==> src/rtl/cla_operand_sequencer_if.sv <==
// Byte-in / result-out handshake bundle for cla_operand_sequencer.
// Ports: in_valid/in_ready/in_byte (byte stream), res_valid/res_ready/res_data (sum).
`timescale 1ns/1ps
interface cla_operand_sequencer_if #(
    parameter int BIT_NUMBER = 8
);
    logic                  in_valid;
    logic                  in_ready;
    logic [7:0]            in_byte;
    logic                  res_valid;
    logic                  res_ready;
    logic [BIT_NUMBER:0]   res_data;

    // Byte source and result consumer side.
    modport master (
        output in_valid, in_byte, res_ready,
        input  in_ready, res_valid, res_data
    );

    // Sequencer side.
    modport slave (
        input  in_valid, in_byte, res_ready,
        output in_ready, res_valid, res_data
    );
endinterface

==> src/rtl/cla_operand_sequencer.sv <==
// Byte-serial operand loader and sum capture around an external CLA adder.
// Ports: clk, rst_n, clr, io (slave handshake bundle), add_a/add_b out, add_s in, busy.
`timescale 1ns/1ps
module cla_operand_sequencer #(
    parameter int BIT_NUMBER = 8
) (
    input  logic                   clk,
    input  logic                   rst_n,
    input  logic                   clr,
    cla_operand_sequencer_if.slave io,
    output logic [BIT_NUMBER-1:0]  add_a,
    output logic [BIT_NUMBER-1:0]  add_b,
    input  logic [BIT_NUMBER:0]    add_s,
    output logic                   busy
);
    localparam int BYTES = BIT_NUMBER / 8;
    localparam int CW = (BYTES > 1) ? $clog2(BYTES) : 1;
    localparam logic [CW-1:0] LAST = CW'(BYTES - 1);

    typedef enum logic [1:0] {
        LOAD_A,
        LOAD_B,
        SETTLE,
        RESULT
    } state_t;

    state_t                state;
    logic [CW-1:0]         cnt;
    logic [BIT_NUMBER-1:0] a_q;
    logic [BIT_NUMBER-1:0] b_q;
    logic [BIT_NUMBER:0]   res_q;
    logic                  res_v;
    logic                  xfer;

    assign io.in_ready  = (state == LOAD_A) || (state == LOAD_B);
    assign io.res_valid = res_v;
    assign io.res_data  = res_q;
    assign add_a        = a_q;
    assign add_b        = b_q;
    assign busy         = !((state == LOAD_A) && (cnt == '0));
    assign xfer         = io.in_valid && io.in_ready;

    always_ff @(posedge clk or negedge rst_n) begin
        if (!rst_n) begin
            state <= LOAD_A;
            cnt   <= '0;
            a_q   <= '0;
            b_q   <= '0;
            res_q <= '0;
            res_v <= 1'b0;
        end else if (clr) begin
            state <= LOAD_A;
            cnt   <= '0;
            a_q   <= '0;
            b_q   <= '0;
            res_q <= '0;
            res_v <= 1'b0;
        end else begin
            unique case (state)
                LOAD_A, LOAD_B: begin
                    if (xfer) begin
                        // Constant byte lanes keep the write free of
                        // variable part-selects.
                        for (int k = 0; k < BYTES; k++) begin
                            if (cnt == CW'(k)) begin
                                if (state == LOAD_A)
                                    a_q[8*k +: 8] <= io.in_byte;
                                else
                                    b_q[8*k +: 8] <= io.in_byte;
                            end
                        end
                        if (cnt == LAST) begin
                            cnt   <= '0;
                            state <= (state == LOAD_A) ? LOAD_B : SETTLE;
                        end else begin
                            cnt <= cnt + 1'b1;
                        end
                    end
                end
                SETTLE: begin
                    // Operands have been stable for a full cycle.
                    res_q <= add_s;
                    res_v <= 1'b1;
                    state <= RESULT;
                end
                RESULT: begin
                    if (io.res_ready) begin
                        res_v <= 1'b0;
                        state <= LOAD_A;
                    end
                end
            endcase
        end
    end
endmodule

==> src/flat_wrapper.sv <==
// flat-port wrapper written by rule: the top's interface ports become plain ports
module cla_operand_sequencer_flat 
#(
    parameter int BIT_NUMBER = 8
)
  (clk, rst_n, clr, add_a, add_b, add_s, busy, io_in_valid, io_in_byte, io_res_ready, io_in_ready, io_res_valid, io_res_data);
  cla_operand_sequencer_if #(.BIT_NUMBER(BIT_NUMBER)) io_i ();
  input  logic clk;
  input  logic rst_n;
  input  logic clr;
  output logic [BIT_NUMBER-1:0] add_a;
  output logic [BIT_NUMBER-1:0] add_b;
  input  logic [BIT_NUMBER:0] add_s;
  output logic busy;
  input wire logic [$bits(io_i.in_valid)-1:0] io_in_valid;
  input wire logic [$bits(io_i.in_byte)-1:0] io_in_byte;
  input wire logic [$bits(io_i.res_ready)-1:0] io_res_ready;
  output wire logic [$bits(io_i.in_ready)-1:0] io_in_ready;
  output wire logic [$bits(io_i.res_valid)-1:0] io_res_valid;
  output wire logic [$bits(io_i.res_data)-1:0] io_res_data;
  assign io_i.in_valid = io_in_valid;
  assign io_i.in_byte = io_in_byte;
  assign io_i.res_ready = io_res_ready;
  assign io_in_ready = io_i.in_ready;
  assign io_res_valid = io_i.res_valid;
  assign io_res_data = io_i.res_data;
  cla_operand_sequencer #(.BIT_NUMBER(BIT_NUMBER)) u_core (.clk(clk), .rst_n(rst_n), .clr(clr), .io(io_i), .add_a(add_a), .add_b(add_b), .add_s(add_s), .busy(busy));
endmodule
==> config.mk <==
export PLATFORM = sky130hd
export DESIGN_NAME = cla_operand_sequencer_flat
export DESIGN_NICKNAME = d
export VERILOG_FILES = /design/src/rtl/cla_operand_sequencer_if.sv /design/src/rtl/cla_operand_sequencer.sv /design/src/flat_wrapper.sv
export SDC_FILE = /design/constraint.sdc
export NUM_CORES = 1
export LEC_CHECK = 0
export BUFFER_PORTS_ARGS = -buffer_cell sky130_fd_sc_hd__buf_4
export CORE_UTILIZATION = 40
export DETAILED_ROUTE_END_ITERATION = 7
export PLACE_DENSITY = 0.7
export SLEW_MARGIN = 20
export SYNTH_ARGS = -nofsm -noshare
export SYNTH_HDL_FRONTEND = slang
export SYNTH_SLANG_ARGS = --single-unit
export TNS_END_PERCENT = 50
==> constraint.sdc <==
create_clock -name clk -period 1.6 [get_ports clk]
set_clock_uncertainty 0.1 [all_clocks]
set_input_delay 0.24 -clock clk [delete_from_list [all_inputs] [get_ports clk]]
set_output_delay 0.24 -clock clk [all_outputs]
set_load 0.02 [all_outputs]
==> results of run 1 <==
[stage by stage]
step | setup WS (ns) | power, W
after floorplan | 0.00353 | 0.00154
after global placement | 0.0422 | 0.00191
after detailed placement | -0.0244 | 0.00195
after CTS | -0.0914 | 0.00240
after global routing | -0.188 | 0.00257
final | -0.119 | 0.00240
[report_power, final]
| group | switching [W] | internal [W] |
|---|---|---|
| registers | 0.0000783 | 0.000823 |
| logic | 0.000591 | 0.000578 |
| clock network | 0.000194 | 0.000139 |
[cell type report]
| cell class | count | area (um^2) | area share |
|---|---|---|---|
| clock buffer | 4 | 36.3 | 0.0206 |
| inverter | 4 | 15.0 | 0.00850 |
| multi-input combinational | 77 | 526 | 0.298 |
| sequential | 28 | 701 | 0.397 |
| tap | 31 | 38.8 | 0.0220 |
| timing repair buffer | 58 | 449 | 0.254 |
[critical path, cell delays in order (launching register included)]
cell     delay (ns)
dfrtp_1        0.45
inv_2          0.08
ha_4           0.17
or2_4          0.23
buf_4          0.14
a21oi_4        0.14
mux2_4         0.31
[layer usage]
metal	GRT usage	vias to the layer above
met5	0	-
met4	0.0306	0
met3	0.0313	0
met2	0.300	40
met1	0.233	476
li1	-	491
[logic make-up (layout without fill, tap and decap cells)]
group / Yosys count / in the layout / synth area share
simple gates: 44 / 44 / 0.155
flops: 28 / 28 / 0.561
mux: 19 / 19 / 0.153
buf+inv: 11 / 66 / 0.0471
compound gates: 10 / 10 / 0.0431
fa+ha+maj: 4 / 4 / 0.0401
[timing repair]
action,CTS,global route
pin swaps,2,1
hold endpoints to repair,28,0
gates resized for setup,8,1
endpoints found under the setup margin,3,4
setup buffers,2,1
hold buffers,1,0
[cell usage in the layout, fill, tap and decap left out, drive strengths merged]
cell type / netlist / routed
nand2b: 2 / 2
nor2: 20 / 20
nand3b: 1 / 1
nand2: 10 / 10
nor2b: 2 / 2
a21oi: 10 / 10
or2: 1 / 1
dfrtp: 28 / 28
buf: 7 / 57
mux2i: 18 / 18
mux2: 1 / 1
clkbuf: 0 / 4
ha: 4 / 4
inv: 4 / 4
nand3: 8 / 8
dlygate4sd3: 0 / 1
[how the worst max path moves through the flow]
stage	start	to	slack (ns)	depth (start not counted)
3_5_place_dp	u_core.state[1]	u_core.state[0]	-0.02	5
5_1_grt	u_core.state[0]	io_in_ready	-0.19	4
6_report	u_core.state[0]	u_core.state[0]	-0.12	6
2_1_floorplan	u_core.state[0]	u_core.state[0]	0.004	5
4_1_cts	u_core.state[1]	io_in_ready	-0.09	4
3_3_place_gp	u_core.state[0]	u_core.state[0]	0.04	5
[registers in the layout (all words and copies together) (netlist names)]
register / flops
u_core.add_a: 8
u_core.add_b: 8
u_core.io.res_data: 9
u_core.io.res_valid: 1
u_core.state: 2
==> flow_summary.yaml, run 1 <==
status:
  outcome: "complete, but fails checks"
  violations: "DRC, setup timing"
global_route:
  overflow: 0
  grtUsageTotal: 0.174
  grt_pass1_wl_mm: 4.56
  grt_pass1_vias: 1022
  grt_max_degree: 31
  antenna_found_initial: 0
hold_path:
  hp-class: "primary input to register"
  worstHoldEndpoint: "u_core.io.res_data[4]"
  whs_path_depth: 3
  min_from: "add_s[4]"
pwr:
  leakage_nw: 0.947
  power_density_mw_per_mm2: 1360
  irDropWorstVdd_mv: 0.660
layout:
  n_fill_cell: 259
  antennaDiodeCount: 0
  final_area_mm2: 0.00177
  final_layout_size_suffix_gt1_frac: 0.404
  final_core_util: 0.619
  final_cells: 202
  syn_to_final_growth_pct: 41.4
  final_nets: 198
routing:
  wl_met1_mm: 1.20
  drt-total-wl_mm: 2.68
  dr_wl_met3_um: 202
  avgViaCountPerCell: 4.99
  final_antenna_net_count: 0
  drc: 5
  met2_wirelength_mm: 1.28
  drtIter0Drc: 30
  vias: 1007
  top_layer_used: "met3"
  drt-pass1-iter-count: 6
  post_drt_wl_per_cell_um: 13.3
synthesis:
  yosysTopAreaCellShare: 0.561
  syn_avg_cell_area_um2: 10.8
  synthTopCellsByArea: "dfrtp_1 (56%), mux2i_1 (14%), nor2_1 (6.0%), ha_1 (4.0%), a21oi_1 (3.6%)"
  synth_largest_area_cell: "dfrtp_1"
  synth.distinct_cells: 17
  syn_area_mm2: 0.00125
  yosysWarnings: 0
  synth_edf_count: 0
  netlist_instances: 116
  synth_flop_cell: "dfrtp_1"
  yosysMostFrequentCell: "dfrtp_1"
  synthArstFlopShare: 1.00
  synth_common_cells: "dfrtp_1 (28), nor2_1 (20), mux2i_1 (18)"
  ys_seq_area_frac: 0.561
  synth_fp_nets: 142
  ys_ff_latch: 28
clock_tree:
  path_clk_slew_ns: 0.14
  htreeDepth: 1
  cts_tree: "done"
  cts-buffers-inserted: 3
  clkSinkCount: 28
  root_buffer: "clkbuf_4"
  cts_buffer_depth: 2
  clock_latency_ns: 0.31
floorplan:
  die_area_mm2: 0.00335
  die_w_um: 57.9
  die_h_um: 57.9
  start_util: 0.438
  top_level_ports: 50
  num_rows: 19
  core_area_mm2: 0.00285
critical_path:
  critical_path_required_ns: 1.72
  endpoint_kind: "register"
  crit_fanout: 3
  reg2reg_from: "u_core.state[0]"
  worstSetupPathType: "register to register"
  r2r_setup_slack_ns: -0.12
  rr_endpoint: "u_core.state[0]"
  reg2reg_depth: 6
  critPathArrivalTime_ns: 1.84
  crit_path_start_kind: "register"
timing:
  final_hold_viol_count: 0
  tns_ns: -0.270
  rsz0062_at_grt: "yes"
  fmax_mhz: 582
  tightest_slew_ns: 0.353
  setup_viol: 3
  min_period_ns: 1.72
  drv_slew: 0
  fin_crit_sh: 1.07
  fin_hold_ws_ns: 0.0531
  fin_ws_ns: -0.119
  slew_headroom: 0.765
place:
  gp_congestion: 0.789
  portBuffers: 49
  place_area_mm2: 0.00166
  dpl.hpwl_mm: 1.94
  dp.cells: 194
run:
  cap_viol_max_count: 0
Note: power is estimated with default switching activity, not from simulation.
==> inputs of run 2 (changes only) <==
--- a/config.mk
+++ b/config.mk
@@ -5,10 +5,11 @@
 export SDC_FILE = /design/constraint.sdc
 export NUM_CORES = 1
 export LEC_CHECK = 0
+export ABC_AREA = 1
 export BUFFER_PORTS_ARGS = -buffer_cell sky130_fd_sc_hd__buf_4
 export CORE_UTILIZATION = 40
 export DETAILED_ROUTE_END_ITERATION = 7
-export PLACE_DENSITY = 0.7
+export PLACE_DENSITY_LB_ADDON = 0.15
 export SLEW_MARGIN = 20
 export SYNTH_ARGS = -nofsm -noshare
 export SYNTH_HDL_FRONTEND = slang
==> flow_summary.yaml, run 2 <==
status:
  outcome: "complete, but fails checks"
  violations: "DRC"
timing:
  fmax_mhz: 637
  fin_ws_ns: 0.0293
  slew_headroom: 0.698
  min_period_ns: 1.57
  rsz0062_at_grt: "yes"
  setup_viol: 0
  drv_slew: 0
  tightest_slew_ns: 0.452
  final_hold_viol_count: 0
  fin_crit_sh: 0.982
floorplan:
  num_rows: 19
  top_level_ports: 50
  die_w_um: 57.3
  start_util: 0.433
  die_h_um: 57.3
  die_area_mm2: 0.00328
  core_area_mm2: 0.00283
pwr:
  irDropWorstVdd_mv: 0.887
  clockPowerShare: 0.126
  p_seq_frac: 0.420
  comb_power_share: 0.454
  switching_share: 0.388
  power.net_switching_w: 0.000840
  leakage_nw: 0.901
  power_density_mw_per_mm2: 1270
  internal_power_w: 0.00132
layout:
  final_common_cell: "buf_4"
  final_area_mm2: 0.00171
  final_layout_size_suffix_gt1_frac: 0.357
  largest_reg_flops: 9
  final_cell_mix: "buf_4 (51), nand3_1 (34), nand2_1 (30)"
  syn_to_final_growth_pct: 39.6
  antennaDiodeCount: 0
  final_nets: 213
global_route:
  antenna_found_initial: 0
  grt_pass1_vias: 1029
  grt_max_degree: 29
  overflow: 0
  grt_pass1_wl_mm: 4.64
  grtUsageTotal: 0.183
synthesis:
  synthArstFlopShare: 1.00
  synth_xor_xnor_area_share: 0
  muxShareOfSynthArea: 0
  synth.distinct_cells: 14
  yosysWarnings: 0
  syn_area_mm2: 0.00122
  yosysTopAreaCellShare: 0.573
  syn_avg_cell_area_um2: 9.06
  synth_fa_ha_area_frac: 0.0409
  ys_ff_latch: 28
  synth_edf_count: 0
  synth_common_cells: "nand3_1 (34), nand2_1 (31), dfrtp_1 (28)"
  synth_compound_area_frac: 0.0736
  synthTopCellsByArea: "dfrtp_1 (57%), nand3_1 (14%), nand2_1 (9.5%), o21ai_0 (4.5%), ha_1 (4.1%)"
  synthSimpleGateAreaFrac: 0.255
  synth_fp_nets: 161
  yosysMostFrequentCell: "nand3_1"
  synth_top_family_by_area: "simple AND/OR/NAND/NOR gates"
  synth_flop_cell: "dfrtp_1"
  synth_largest_area_cell: "dfrtp_1"
  netlist_instances: 135
  ys_seq_area_frac: 0.573
place:
  portBuffers: 49
  place_area_mm2: 0.00162
  dp_slack_ns: 0.0794
  dpl.hpwl_mm: 1.94
  gp_congestion: 0.760
clock_tree:
  clock_latency_ns: 0.31
  cts_tree: "done"
  path_clk_slew_ns: 0.13
  htreeDepth: 1
  root_buffer: "clkbuf_4"
  cts-buffers-inserted: 3
  cts_buffer_depth: 2
  clkSinkCount: 28
critical_path:
  critPathArrivalTime_ns: 1.23
  worstSetupPathType: "register to output port"
  reg2reg_depth: 7
  reg2reg_from: "u_core.state[0]"
  critical_path_required_ns: 1.26
  crit_path_start_kind: "register"
  endpoint_kind: "output port"
  crit_fanout: 3
  startpoint: "u_core.state[0]"
routing:
  final_antenna_net_count: 0
  avgViaCountPerCell: 5.21
  drc: 6
  drt-total-wl_mm: 2.87
  post_drt_wl_per_cell_um: 13.3
  drt-pass1-iter-count: 8
  drtIter0Drc: 76
  vias: 1125
run:
  cap_viol_max_count: 0
hold_path:
  hp-class: "primary input to register"
  min_from: "clr"
  whs_path_depth: 2
==> run 2: cell count changes in the layout (fill, tap and decap cells not counted), moves of 3 or more <==
cell,previous run,this run
nand3_1,8,34
nand2_1,10,30
mux2i_1,18,0
nor2_1,20,4
o21ai_0,0,11
a21oi_1,9,2
o21ai_1,0,5
buf_4,54,51
==> run 2: metal layers <==
layer / GRT usage / part of all wire
met1: 0.265 / 0.44
met2: 0.281 / 0.49
met3: 0.0295 / 0.057
met4: 0.0662 / 0.013
met5: 0 / 0
==> run 2: power by group through the flow <==
stage          Sequential, W  Combinational, W  Clock [W]
3_3_place_gp        0.000916          0.000812          0
6_report            0.000910          0.000981   0.000273
3_5_place_dp        0.000920          0.000828          0
2_1_floorplan        0.00104          0.000360          0
5_1_grt             0.000927           0.00107   0.000315
4_1_cts             0.000898          0.000898   0.000285
==> run 2: logic make-up (layout without fill, tap and decap cells) <==
group | Yosys count | after routing
compound gates | 18 | 18
fa+ha+maj | 4 | 4
buf+inv | 15 | 65
flops | 28 | 28
simple gates | 70 | 70
==> run 2: final cells by class <==
class / instances / area [um^2]
fillers: 252 / 1120
flip-flops and latches: 28 / 702
multi-input cells: 92 / 484
repair buffers: 54 / 424
well taps: 31 / 38.8
inverters: 8 / 36.3
clock buffers: 3 / 22.5
==> run 2: worst paths after layout <==
kind / to / slack [ns]
worst max-delay path: io_in_ready / 0.03
worst min-delay path: u_core.io.res_data[6] / 0.03
worst max register to register: u_core.io.res_valid / 0.14
worst min register to register: u_core.io.res_valid / 0.41
max in group asynchronous: u_core.state[0] / 0.85
min in group asynchronous: u_core.add_a[6] / 0.27
==> run 2: stage by stage <==
stage	utilization	hold slack (ns)	setup TNS [ns]	total power (W)	instances
after floorplan	-	-0.156	0	0.00140	135
after global placement	0.571	0.0742	0	0.00173	210
after detailed placement	0.571	0.0780	0	0.00175	210
after CTS	0.591	0.0161	0	0.00208	216
after global routing	0.604	0.00215	-0.0496	0.00231	216
final	0.604	0.0263	0	0.00216	216
==> run 2: critical path, cell delays in order (launching register included) <==
cell and delay (ns):
dfrtp_2 0.44, inv_2 0.07, ha_4 0.17, inv_4 0.07, nand2_4 0.05, buf_6 0.12
==> run 2: timing repair <==
item                       4_1_cts  5_1_grt
gates resized for setup          5        8
setup buffers                    2        0
hold endpoints to repair        28        0
gates cloned                     0        0
hold buffers                     1        0
pin swaps                        0        2
setup endpoints to repair        2        2
==> inputs of run 3 (changes only) <==
--- a/config.mk
+++ b/config.mk
@@ -8,6 +8,7 @@
 export ABC_AREA = 1
 export BUFFER_PORTS_ARGS = -buffer_cell sky130_fd_sc_hd__buf_4
 export CORE_UTILIZATION = 40
+export CTS_BUF_LIST = sky130_fd_sc_hd__clkbuf_8
 export DETAILED_ROUTE_END_ITERATION = 7
 export PLACE_DENSITY_LB_ADDON = 0.15
 export SLEW_MARGIN = 20
==> flow_summary.yaml, run 3 (synthesized netlist as in run 2, its figures left out) <==
timing:
  fin_hold_ws_ns: 0.0807
  fin_crit_sh: 0.956
  tightest_slew_ns: 0.450
  fmax_mhz: 654
  drv_slew: 0
  min_period_ns: 1.53
  final_hold_viol_count: 0
  slew_headroom: 0.699
  setup_viol: 0
floorplan:
  die_h_um: 57.3
  num_rows: 19
  top_level_ports: 50
  die_w_um: 57.3
  start_util: 0.433
  core_area_mm2: 0.00283
  die_area_mm2: 0.00328
critical_path:
  r2r_setup_slack_ns: 0.15
  cp_num_buf_inv: 3
  max_stage_delay_ns: 0.42
  crit_slowest_cell: "dfrtp_1"
  critPathArrivalTime_ns: 1.19
  crit_fanout: 4
  critical_path_required_ns: 1.26
  cp_cell_sequence: "inv_2 > ha_2 > inv_2 > nand2_2 > buf_6"
  crit_path_start_kind: "register"
  worstSetupPathType: "register to output port"
  cpMostUsedCell: "inv_2"
  cp_top_family: "flip-flops"
  endpoint_kind: "output port"
pwr:
  irDropWorstVdd_mv: 0.830
  leakage_nw: 0.904
  comb_power_share: 0.413
  internal_power_w: 0.00136
  p_seq_frac: 0.419
  power.net_switching_w: 0.000802
  clockPowerShare: 0.168
  switching_share: 0.370
  power_density_mw_per_mm2: 1280
layout:
  largest_reg_flops: 9
  final_common_cell: "buf_4"
  final_nets: 213
  final_cell_mix: "buf_4 (51), nand3_1 (34), nand2_1 (30)"
  antennaDiodeCount: 0
  syn_to_final_growth_pct: 38.2
  final_layout_size_suffix_gt1_frac: 0.341
  final_core_util: 0.598
routing:
  drt-total-wl_mm: 2.76
  drt-pass1-iter-count: 6
  vias: 1117
  drtIter0Drc: 84
  avgViaCountPerCell: 5.17
  post_drt_wl_per_cell_um: 12.8
  drc: 7
  final_antenna_net_count: 0
place:
  portBuffers: 49
  gp_congestion: 0.760
  dpl.hpwl_mm: 1.94
hold_path:
  hp-class: "primary input to register"
clock_tree:
  htreeDepth: 1
  cts_buffer_depth: 2
  clkSinkCount: 28
  cts-buffers-inserted: 3
  path_clk_slew_ns: 0.08
  cts_tree: "done"
  clock_latency_ns: 0.26
  root_buffer: "clkbuf_8"
global_route:
  antenna_found_initial: 0
  grt_pass1_wl_mm: 4.44
  grt_pass1_vias: 975
  grtUsageTotal: 0.171
  overflow: 0
  grt_max_degree: 29
run:
  cap_viol_max_count: 0
status:
  outcome: "complete, but fails checks"
  violations: "DRC"
==> run 3: changes by cell type in the layout (fill, tap and decap cells not counted), sizes merged <==
cell	change
clkinvlp	-1
clkinv	+1
==> run 3: timing repair <==
item | in CTS | in global routing
pin swaps | 0 | 1
gates cloned | 0 | 0
hold endpoints to repair | 28 | 0
hold buffers | 1 | 0
setup endpoints to repair | 1 | 11
resized for setup | 1 | 5
buffers inserted | 1 | 1
==> run 3: worst reg2reg max path, cell delays in order, from the launching register on <==
cell and delay, ns:
dfrtp_1 0.42, inv_2 0.08, ha_2 0.18, nand2_1 0.28
nand3_1 0.17, o21ai_0 0.09
==> run 3: metal layers <==
| metal | part of all wire | GRT usage | up-vias |
|---|---|---|---|
| li1 | - | - | 551 |
| met1 | 0.45 | 0.262 | 523 |
| met2 | 0.49 | 0.259 | 41 |
| met3 | 0.057 | 0.0227 | 2 |
| met4 | 0.0040 | 0.0453 | 0 |
| met5 | 0 | 0 | - |
==> run 3: cell type report <==
cell class	instances	area (um^2)
clock buffer	3	41.3
fill	253	1140
inverter	8	30.0
multi-input combinational	92	457
sequential	28	701
tap	31	38.8
timing repair buffer	54	424
==> run 3: power groups by stage <==
stage          registers (W)  clock network (W)  logic, W
3_5_place_dp        0.000920                  0  0.000828
4_1_cts             0.000904           0.000374  0.000851
6_report            0.000908           0.000364  0.000895
5_1_grt             0.000925           0.000399  0.000985
2_1_floorplan        0.00104                  0  0.000360
3_3_place_gp        0.000916                  0  0.000812
==> run 3: path summary, 6_finish.rpt <==
kind / from / end / cells past startpoint
max reg2reg: u_core.state[1] / u_core.add_a[1] / 5
min reg2reg: u_core.io.res_valid / u_core.io.res_valid / 2
min in group asynchronous: rst_n / u_core.add_b[4] / 2
max in group asynchronous: rst_n / u_core.add_a[2] / 2
min: clr / u_core.io.res_data[6] / 2
max: u_core.state[1] / io_in_ready / 5
==> run 3: through the flow <==
stage | setup WS (ns) | std cells | total power (W) | instance area (um^2) | setup TNS, ns
global route | -0.00166 | 216 | 0.00231 | 1690 | -0.00166
floorplan | 0.0576 | 135 | 0.00140 | 1220 | 0
finish | 0.0701 | 216 | 0.00217 | 1690 | 0
CTS | 0.00478 | 215 | 0.00213 | 1680 | 0
detailed placement | 0.0794 | 210 | 0.00175 | 1620 | 0
global placement | 0.152 | 210 | 0.00173 | 1620 | 0
